$ cat src/rtl/alu_cmd_sequencer.sv
// Command FIFO in front of the 8-bit combinational ALU. The head entry drives
// the ALU inputs; each pop captures the ALU result into an output register
// that is handed downstream over a valid/ready handshake.
module alu_cmd_sequencer #(
  parameter int DEPTH = 4,
  parameter int PTR_W = 2
) (
  input  logic             clk,
  input  logic             rst,
  input  logic             cmd_valid,
  output logic             cmd_ready,
  input  logic [7:0]       cmd_a,
  input  logic [7:0]       cmd_b,
  input  logic [2:0]       cmd_op,
  output logic [7:0]       alu_a,
  output logic [7:0]       alu_b,
  output logic [2:0]       alu_s,
  input  logic [8:0]       alu_out,
  output logic             res_valid,
  input  logic             res_ready,
  output logic [8:0]       res_data,
  output logic [2:0]       res_op,
  output logic [PTR_W:0]   fifo_count
);

  localparam logic [PTR_W:0]   FULL_CNT = (PTR_W+1)'(DEPTH);
  localparam logic [PTR_W:0]   CNT_ONE  = (PTR_W+1)'(1);
  localparam logic [PTR_W-1:0] PTR_ONE  = PTR_W'(1);

  typedef struct packed {
    logic [7:0] a;
    logic [7:0] b;
    logic [2:0] op;
  } cmd_t;

  cmd_t             mem [DEPTH];
  cmd_t             head;
  logic [PTR_W-1:0] wr_ptr;
  logic [PTR_W-1:0] rd_ptr;
  logic             empty;
  logic             push;
  logic             pop;

  // Ready and pop both look only at the registered count, so a full FIFO
  // cannot accept in the same cycle it frees a slot, and an empty FIFO
  // cannot pop the command arriving in the same cycle.
  assign empty     = (fifo_count == '0);
  assign cmd_ready = (fifo_count != FULL_CNT);
  assign push      = cmd_valid && cmd_ready;
  assign pop       = !empty && (!res_valid || res_ready);

  assign head  = mem[rd_ptr];
  assign alu_a = empty ? 8'h00 : head.a;
  assign alu_b = empty ? 8'h00 : head.b;
  assign alu_s = empty ? 3'b000 : head.op;

  // Command storage; contents need no reset because the count gates their use.
  always_ff @(posedge clk) begin
    if (!rst && push) begin
      mem[wr_ptr] <= '{a: cmd_a, b: cmd_b, op: cmd_op};
    end
  end

  // Pointers and occupancy.
  always_ff @(posedge clk) begin
    if (rst) begin
      wr_ptr     <= '0;
      rd_ptr     <= '0;
      fifo_count <= '0;
    end else begin
      if (push) wr_ptr <= wr_ptr + PTR_ONE;
      if (pop)  rd_ptr <= rd_ptr + PTR_ONE;
      case ({push, pop})
        2'b10:   fifo_count <= fifo_count + CNT_ONE;
        2'b01:   fifo_count <= fifo_count - CNT_ONE;
        default: fifo_count <= fifo_count;
      endcase
    end
  end

  // Result register: capture the full 9-bit ALU result on pop, release on handshake.
  always_ff @(posedge clk) begin
    if (rst) begin
      res_valid <= 1'b0;
      res_data  <= '0;
      res_op    <= '0;
    end else if (pop) begin
      res_valid <= 1'b1;
      res_data  <= alu_out;
      res_op    <= head.op;
    end else if (res_valid && res_ready) begin
      res_valid <= 1'b0;
    end
  end

endmodule

$ cat config.mk
export PLATFORM = sky130hd
export DESIGN_NAME = alu_cmd_sequencer
export DESIGN_NICKNAME = d
export VERILOG_FILES = /design/src/rtl/alu_cmd_sequencer.sv
export SDC_FILE = /design/constraint.sdc
export NUM_CORES = 1
export LEC_CHECK = 0
export ABC_AREA = 1
export ABC_CLOCK_PERIOD_IN_PS = 1800
export BUFFER_PORTS_ARGS = -buffer_cell sky130_fd_sc_hd__buf_2
export CAP_MARGIN = 10
export CORE_MARGIN = 2
export CORE_UTILIZATION = 25
export DETAILED_ROUTE_END_ITERATION = 8
export MAX_ROUTING_LAYER = met4
export SLEW_MARGIN = 40
export SYNTH_ARGS = -nofsm -noshare
export SYNTH_HDL_FRONTEND = slang
export SYNTH_SLANG_ARGS = --single-unit
export TNS_END_PERCENT = 100
$ cat constraint.sdc
create_clock -name clk -period 1.8 [get_ports clk]
set_input_delay 0.27 -clock clk [delete_from_list [all_inputs] [get_ports clk]]
set_output_delay 0.27 -clock clk [all_outputs]
set_load 0.01 [all_outputs]
==> summary.md, run 1 <==
| Metric | Value |
|---|---|
| Number of fill cells | `1587` |
| Largest family of logic cells by synthesized area | `simple AND/OR/NAND/NOR gates` |
| CP startpoint kind | `flop` |
| DR iter-0 viols | `about 120` |
| Cts bufs inserted | `9` |
| Core Util, Final | `32.2%` |
| Area share of and/or/nand/nor cells after synthesis | `14.6%` |
| Post-synthesis adder-cell area fraction | `between 2 and 2.5%` |
| Final net count | `489` |
| Max VDD drop | `0.000463 V` |
| Int Pwr | `4.96 mW` |
| Gr ovfl total | `0` |
| Final GP Congestion | `0.743` |
| Pin count of the biggest net entering global routing | `22` |
| MaxCap Viol Count | `0` |
| Initial antenna violation count | `2` |
| Die area | `17000 um^2` |
| Crit Path Max Fanout | `10` |
| Crit path arrival time | `around 1500 ps` |
| Synth warn | `0` |
| Die height | `130 um` |
| Share of cells above drive strength 1 | `around 28%` |
| Critical-path cell list | `clkbuf_16 > nor2_1 > nor2_1 > o21ai_1 > a21oi_1 > buf_2` |
| DR vias | `2789` |
| Final WL | `8670 um` |
| Synth Instances | `374` |
| Critical path class | `flop to output pin` |
| Post-synthesis compound-gate area fraction | `8.61%` |
| Worst clock skew | `7.83 ps` |
| Cell Area, Placed | `4650 um^2` |
| Family with the most delay on the worst path | `flip-flops` |
| Maximum clock rate | `about 570 MHz` |
| Top cell type's share of synthesized area | `57.3%` |
| Post-CTS Setup Inserts | `0` |
| CP Depth | `6` |
| Worst r2r src | `fifo_count[2]` |
| Initial Util | `25.3%` |
| Vias in the first global route | `2730` |
| Placeable Area | `15700 um^2` |
| Site Rows | `46` |
| Vias per Instance | `4.14` |
| Dpl ws | `between 60 and 70 ps` |
| WP buf/inv | `2` |
| Synth Area in XOR/XNOR | `0%` |
| Most frequent cells in the layout | `90 x nor2_1, 76 x edfxtp_1, 67 x buf_2` |
| Root buffer cell | `clkbuf_16` |
| Post-route ant nets | `0` |
| Most common cell after layout, fill and taps aside | `nor2_1` |
| Power Density | `approximately 1500 nW/um^2` |
| Post-route design area | `5070 um^2` |
| Synthesized area | `roughly 4000 um^2` |
| Worst-margin pin slew | `231 ps` |
| Post-route DRC | `0` |
| Clock sinks | `approximately 100` |
| Final min period | `1760 ps` |
| Register area share after synthesis | `68.4%` |
| Clock share of power | `21.8%` |
| Switch share | `36.7%` |
| CTS Hold Bufs | `0` |
| Area Growth Syn to Fin | `27.2%` |
| Flop2flop setup slack | `120 ps` |
| Switching pwr | `around 2.9 mW` |
| Setup-failing EPs final | `0` |
| PortBufs | `67` |
| Hpwl dp | `5740 um` |
| Period utilization | `roughly 98%` |
| Rel. slew slack | `84.4%` |
| GRT Resource Usage Total | `10.7%` |
| Clock slew at reported path FFs | `70 ps` |
| Total power | `7.84 mW` |
| Cell mode on critical path | `nor2_1` |
| P_leak | `roughly 2 nW` |
| Slew Limit Fails | `0` |
| Clk Latency, worst-skew pair | `340 ps` |
| Area leader, netlist | `edfxtp_1` |
| Worst setup path end | `alu_b[5]` |
| Sequential share of power | `37.8%` |
| CTS tree | `yes` |
| CP required | `between 1500 and 2000 ps` |
| Combinational power share | `40.4%` |
| Slowest stage delay, CP | `450 ps` |
| Min-Delay Path Class | `input pin to flop` |
| Largest cells by area after synthesis | `edfxtp_1 57%, dfxtp_1 11%, nor2_1 9.3%, nand2_1 3.4%, inv_1 3.1%` |
| I/O pins | `68` |
| RSZ-0062 raised after global routing | `yes` |
| Highest-delay cell along the critical path | `dfxtp_4` |
| Fin worst setup slack | `around 42 ps` |
| Proportion of synthesized area in mux cells | `0%` |
| Worst reg2reg path endpoint | `fifo_count[2]` |
| Die Width | `130 um` |
| Mean Syn Cell Area | `10.6 um^2` |
| Fin. Hold Viols | `0` |
| R2R cell count | `13` |
| Clock Path Buffers | `2` |
| Drt pass-1 iters | `6` |
| First-pass GRT wire length | `13300 um` |
| CP Capture Type | `output pin` |
| Syn nets | `412` |
| Routed len/inst | `12.9 um` |
| Status | `completed` |
| Distinct cells, synth | `21` |
| H-tree depth | `3` |
| Seq cells post-synth | `98` |
==> worst min-delay path by stage <==
stage                        endpoint  cells past startpoint   startpoint
after floorplan                  flop                      1          rst
after global placement    res_data[8]                      2  res_data[8]
after detailed placement  res_data[8]                      2  res_data[8]
after CTS                   rd_ptr[1]                      2          rst
after global routing             flop                      2          rst
final                       rd_ptr[1]                      2          rst
==> synth_stat cells <==
master and instances:
a21boi_1 1, inv_1 33, nand2_4 1, buf_2 8, buf_6 5, o21ai_1 21
nand3_1 9, nand2_2 1, clkbuf_1 3, edfxtp_1 76, a21oi_1 23, ha_1 5
buf_1 1, nor2_1 99, inv_2 4, dfxtp_1 22, nand3b_1 1, fa_1 1
nor2_2 1, nand2_1 36, o21ai_0 23
==> cell type report <==
cell class / count / area [um^2] / area share, %
antenna: 2 / 5.00 / 0.0988
multi-input combinational: 222 / 1060 / 21.0
clock buffer: 9 / 225 / 4.45
inverter: 37 / 149 / 2.94
clock inverter: 6 / 42.5 / 0.840
sequential: 98 / 2730 / 53.9
tap: 216 / 270 / 5.33
timing repair buffer: 83 / 582 / 11.5
==> power by group through the flow <==
stage / Combinational (mW) / Sequential (mW) / Clock, mW
after floorplan: 1.81 / 3.01 / 0
after global routing: 3.54 / 3.00 / 1.88
after detailed placement: 2.93 / 2.94 / 0
after global placement: 2.87 / 2.93 / 0
after CTS: 2.99 / 2.91 / 1.75
final: 3.17 / 2.96 / 1.71
==> state kept, by name (all words and copies together) (netlist names), named ones only <==
signal and flops:
rd_ptr 2, wr_ptr 2, res_op 3, mem 76, fifo_count 3, res_data 9, res_valid 1
==> layer usage <==
| layer | vias to the layer above | part of all wire (%) | global-route usage (%) |
|---|---|---|---|
| li1 | 1394 | - | - |
| met1 | 1342 | 43 | 11.9 |
| met2 | 43 | 51 | 18.6 |
| met3 | 10 | 4.5 | 2.95 |
| met4 | 0 | 1.4 | 3.67 |
| met5 | - | 0 | - |
==> kinds of logic (layout without fill, tap and decap cells) <==
kind of cell / Yosys count / in the layout
simple gates: 148 / 148
flops: 98 / 98
other cells: 0 / 2
compound gates: 68 / 68
fa+ha+maj: 6 / 6
buf+inv: 54 / 135
==> per-stage QoR <==
stage	setup TNS [ps]	hold slack, ps	std cells
finish	0	117	673
detailed placement	0	466	654
global route	-538	119	673
global placement	0	457	654
CTS	0	108	669
floorplan	-15740	348	374
==> worst reg2reg max path, cell delays in order, from the launching register on <==
cell     delay (ps)
dfxtp_2         380
inv_2            60
nand2_2         110
nand2_4          60
inv_2            50
ha_1            150
inv_1            60
fa_1            380
inv_1            60
nand2_1          40
nand3_1          80
nand2_1          50
nand2_1          50
nor2_1           40
==> timing repair <==
action | in CTS | in global routing
pin swaps | 2 | 7
gates cloned | 0 | 2
endpoints found under the setup margin | 16 | 20
gates resized for setup | 9 | 29
Note: power is estimated with default switching activity, not from simulation.
==> run 2: changes to the inputs <==
--- a/config.mk
+++ b/config.mk
@@ -9,10 +9,13 @@
 export ABC_CLOCK_PERIOD_IN_PS = 1800
 export BUFFER_PORTS_ARGS = -buffer_cell sky130_fd_sc_hd__buf_2
 export CAP_MARGIN = 10
+export CELL_PAD_IN_SITES_DETAIL_PLACEMENT = 2
+export CELL_PAD_IN_SITES_GLOBAL_PLACEMENT = 2
 export CORE_MARGIN = 2
 export CORE_UTILIZATION = 25
 export DETAILED_ROUTE_END_ITERATION = 8
 export MAX_ROUTING_LAYER = met4
+export PLACE_DENSITY_LB_ADDON = 0.1
 export SLEW_MARGIN = 40
 export SYNTH_ARGS = -nofsm -noshare
 export SYNTH_HDL_FRONTEND = slang
==> summary.md, run 2 (synthesis gave the netlist of run 1 again) <==
| Metric | Value |
|---|---|
| Max VDD drop | `0.000510 V` |
| Cts bufs inserted | `9` |
| Final min period | `1790 ps` |
| Worst clock skew | `8.97 ps` |
| Most common cell after layout, fill and taps aside | `nor2_1` |
| Clock sinks | `98` |
| Top Registers | `mem x76, res_data x9` |
| DR vias | `2921` |
| Cell Area, Placed | `roughly 4700 um^2` |
| Vias per Instance | `roughly 4.3` |
| Initial antenna violation count | `1` |
| H-tree depth | `3` |
| Fin worst setup slack | `roughly 14 ps` |
| Die area | `17000 um^2` |
| CP startpoint kind | `flop` |
| Routed len/inst | `roughly 16 um` |
| Power Density | `1600 nW/um^2` |
| GRT Resource Usage Total | `14.0%` |
| Drt pass-1 iters | `4` |
| Period utilization | `roughly 99%` |
| Final WL | `between 10000 and 15000 um` |
| Status | `completed` |
| DR iter-0 viols | `158` |
| CTS Hold Bufs | `0` |
| Clock slew at reported path FFs | `70 ps` |
| RSZ-0062 raised after global routing | `yes` |
| Clk Latency, worst-skew pair | `around 360 ps` |
| Post-route DRC | `0` |
| Maximum clock rate | `roughly 560 MHz` |
| Placeable Area | `15700 um^2` |
| Core Util, Final | `33.0%` |
| MaxCap Viol Count | `0` |
| Max FFs per register | `76` |
| CP Capture Type | `output pin` |
| Clock Path Buffers | `2` |
| Rel. slew slack | `80.3%` |
| Number of fill cells | `approximately 1700` |
| Fin. Hold Viols | `0` |
| P_leak | `2.06 nW` |
| Crit path arrival time | `1520 ps` |
| CTS tree | `yes` |
| Dpl ws | `-1.25 ps` |
| Most frequent cells in the layout | `86 x nor2_1, 76 x edfxtp_1, 66 x buf_2` |
| Min-Delay Path Class | `input pin to flop` |
| FF/Latch Area | `between 2000 and 3000 um^2` |
| Largest reg by FF count | `mem` |
| Hpwl dp | `7000 um` |
| Vias in the first global route | `3172` |
| Crit Path Max Fanout | `13` |
| Area taken by multi-input logic gates | `1120 um^2` |
| Site Rows | `46` |
| Final net count | `495` |
| Setup TNS | `0 ps` |
| Gr ovfl total | `0` |
| Root buffer cell | `clkbuf_16` |
| Final GP Congestion | `0.722` |
| Post-route design area | `around 5200 um^2` |
| Die Width | `about 130 um` |
| First-pass GRT wire length | `16900 um` |
| Worst-margin pin slew | `296 ps` |
| I/O pins | `68` |
| PortBufs | `67` |
| Share of cells above drive strength 1 | `between 30% and 40%` |
| Slew Limit Fails | `0` |
| Initial Util | `25.3%` |
| CP required | `1530 ps` |
| Pin count of the biggest net entering global routing | `27` |
| Setup-failing EPs final | `0` |
| Area Growth Syn to Fin | `30.1%` |
| Critical path class | `flop to output pin` |
| Die height | `130 um` |
| Post-route ant nets | `0` |
-- run 2: changes by cell type in the layout (fill, tap and decap cells not counted), sizes merged --
cell | before | now
inv | 38 | 40
diode | 2 | 1
clkinv | 3 | 1
buf | 81 | 87
clkinvlp | 2 | 3
-- run 2: worst paths after layout --
path                  from       endpoint  slack (ps)  depth (start not counted)
max reg2reg  fifo_count[1]  fifo_count[2]         130                         11
min reg2reg    res_data[4]    res_data[4]         490                          2
min                    rst           flop          90                          2
max                   flop       alu_a[3]          10                          6
-- run 2: routing by layer --
layer  up-vias  GRT usage [%]  routed length (um)
li1       1412              -                   -
met3        12           3.81                 501
met4         0           5.88                 200
met2        51           23.1                5290
met5         -              -                   0
met1      1446           16.0                4940
-- run 2: what timing repair did --
action	4_1_cts	5_1_grt
buffers inserted	1	2
setup endpoints to repair	18	21
resized for setup	8	39
gates cloned	0	2
pin swaps	2	11
-- run 2: final cells by class --
type | instances | area share (%)
Antenna cell | 1 | 0.0483
Clock buffer | 9 | 4.35
Clock inverter | 7 | 1.16
Inverter | 37 | 2.78
Multi-Input combinational cell | 222 | 21.5
Sequential cell | 98 | 52.8
Tap cell | 216 | 5.22
Timing Repair Buffer | 89 | 12.1
-- run 2: stage by stage --
stage	cells	hold slack, ps	total power [mW]
final	679	94.7	8.27
after global routing	679	94.8	8.94
after CTS	674	88.2	8.10
after detailed placement	657	476	6.14
after global placement	657	464	6.05
after floorplan	374	348	4.81
-- run 2: critical path: stages, from the launching register on --
cell and delay [ps]:
dfxtp_4 440, clkbuf_16 200, nor2_1 50, nor2_1 70
o21ai_1 90, a21oi_1 150, buf_2 160
-- run 2: power breakdown --
group | internal, mW | switching [mW] | total (mW)
combinational | 1.38 | 2.03 | 3.42
clock | 0.959 | 0.930 | 1.89
sequential | 2.76 | 0.200 | 2.96
==> run 3: changes to the inputs <==
--- a/config.mk
+++ b/config.mk
@@ -6,7 +6,7 @@
 export NUM_CORES = 1
 export LEC_CHECK = 0
 export ABC_AREA = 1
-export ABC_CLOCK_PERIOD_IN_PS = 1800
+export ABC_CLOCK_PERIOD_IN_PS = 1570
 export BUFFER_PORTS_ARGS = -buffer_cell sky130_fd_sc_hd__buf_2
 export CAP_MARGIN = 10
 export CELL_PAD_IN_SITES_DETAIL_PLACEMENT = 2
==> constraint.sdc (replaced) <==
create_clock -name clk -period 1.57 [get_ports clk]
set_input_delay 0.2355 -clock clk [delete_from_list [all_inputs] [get_ports clk]]
set_output_delay 0.2355 -clock clk [all_outputs]
set_load 0.01 [all_outputs]
==> summary.md, run 3 (synthesis gave the netlist of run 1 again) <==
| Metric | Value |
|---|---|
| Status | `finished, violations left` |
| Failing checks | `setup timing` |
| Die height | `130 um` |
| Slowest stage delay, CP | `between 300 and 400 ps` |
| Total power | `10.3 mW` |
| CP Capture Type | `output pin` |
| Initial antenna violation count | `0` |
| Clock slew at reported path FFs | `about 60 ps` |
| Max VDD drop | `approximately 0.00072 V` |
| Family with the most delay on the worst path | `buffers and inverters` |
| Clock Path Buffers | `2` |
| First-pass GRT wire length | `~18000 um` |
| DR iter-0 viols | `about 140` |
| Placeable Area | `15700 um^2` |
| Pin count of the biggest net entering global routing | `20` |
| Die Width | `130 um` |
| Hold_sp | `rst` |
| Min-Delay Path Class | `input pin to flop` |
| Fin. Hold Viols | `0` |
| Drt pass-1 iters | `4` |
| Setup-failing EPs final | `28` |
| Worst r2r src | `fifo_count[0]` |
| I/O pins | `68` |
| Critical path class | `flop to output pin` |
| Initial Util | `25.3%` |
| H-tree depth | `3` |
| Post-route insts no fill | `700` |
| Flop2flop setup slack | `-180 ps` |
| Final min period | `1770 ps` |
| Core Util, Final | `between 30% and 40%` |
| Routed len/inst | `16.6 um` |
| Number of fill cells | `1700` |
| Rel. slew slack | `83.7%` |
| CP startpoint kind | `flop` |
| Largest reg by FF count | `mem` |
| MaxCap Viol Count | `0` |
| CTS tree | `yes` |
| Dpl ws | `-121 ps` |
| Worst Setup SP | `fifo_count[0]` |
| Site Rows | `46` |
| Power Density | `1830 nW/um^2` |
| Cell Area, Placed | `4800 um^2` |
| Final net count | `518` |
| Post-route design area | `5590 um^2` |
| P_leak | `2.23 nW` |
| Area Growth Syn to Fin | `40.4%` |
| Highest-delay cell along the critical path | `dfxtp_4` |
| CTS Hold Bufs | `0` |
| Dpl cells | `665` |
| Clk Latency, worst-skew pair | `about 340 ps` |
| Cts bufs inserted | `9` |
| Min Hold Slack | `85.1 ps` |
| Max FFs per register | `76` |
| Top Registers | `mem x76, res_data x9` |
| Vias per Instance | `4.32` |
| Most common cell after layout, fill and taps aside | `nor2_1` |
| Share of cells above drive strength 1 | `35.1%` |
| Setup TNS | `-3810 ps` |
| Crit path arrival time | `between 1500 and 2000 ps` |
| Fin worst setup slack | `-203 ps` |
| Final WL | `about 12000 um` |
| Most frequent cells in the layout | `95 x nor2_1, 76 x edfxtp_1, 66 x buf_2` |
| WP buf/inv | `5` |
| Die area | `17000 um^2` |
| Final GP Congestion | `0.700` |
| Worst-margin pin slew | `241 ps` |
| Hpwl dp | `about 7100 um` |
| Clock sinks | `98` |
| CP required | `approximately 1300 ps` |
| Root buffer cell | `clkbuf_16` |
| Critical-path cell list | `nor2_4 > buf_4 > nand2_4 > buf_6 > inv_8 > buf_12 > a21oi_2 > buf_2` |
| GRT Resource Usage Total | `15.1%` |
| PortBufs | `67` |
| Post-route DRC | `0` |
| DR vias | `between 3000 and 4000` |
| Ant diodes | `0` |
| Maximum clock rate | `564 MHz` |
| RSZ-0062 raised after global routing | `yes` |
| Gr ovfl total | `0` |
| Worst clock skew | `approximately 6 ps` |
| Crit Path Max Fanout | `6` |
| Vias in the first global route | `3325` |
| Period utilization | `113%` |
| Slew Limit Fails | `0` |
| Post-route ant nets | `0` |
run 3: cell count changes in the layout (fill, tap and decap cells not counted), moves of 4 or more:
cell / change
o21ai_1: -6
buf_12: +5
buf_4: +9
nor2_2: -9
buf_6: +4
nor2_1: +9
a21oi_1: -9
buf_16: +5
a21oi_2: +6
run 3: path summary, 6_finish.rpt:
| kind | to | cells past startpoint |
|---|---|---|
| hold reg to reg | res_data[1] | 2 |
| setup reg to reg | fifo_count[2] | 14 |
| setup / recovery | alu_a[5] | 8 |
| hold / removal | rd_ptr[1] | 2 |
run 3: layout make-up:
type                            instances  area [um^2]  share of cell area [%]
Inverter                               37          154                    2.75
Multi-Input combinational cell        222         1200                    21.4
Clock buffer                           12          236                    4.23
Sequential cell                        98         2740                    49.0
Clock inverter                          3         17.5                   0.313
Tap cell                              216          270                    4.83
Timing Repair Buffer                  112          978                    17.5
run 3: repair_timing:
action	in CTS	in global routing
pin swaps	7	10
gates resized for setup	51	12
buffers inserted	8	6
cloned	6	2
setup endpoints to repair	63	78
run 3: report_power, final:
group          total, mW  internal [mW]  switching (mW)
combinational       4.93           2.21            2.72
clock               1.95           1.06           0.887
sequential          3.37           3.17           0.200
total               10.3           6.45            3.81
run 3: routing by layer:
| layer | wire (um) | GRT usage [%] |
|---|---|---|
| met5 | 0 | - |
| met4 | 162 | 5.31 |
| met3 | 426 | 2.99 |
| met2 | 6140 | 26.4 |
| met1 | 4860 | 17.1 |
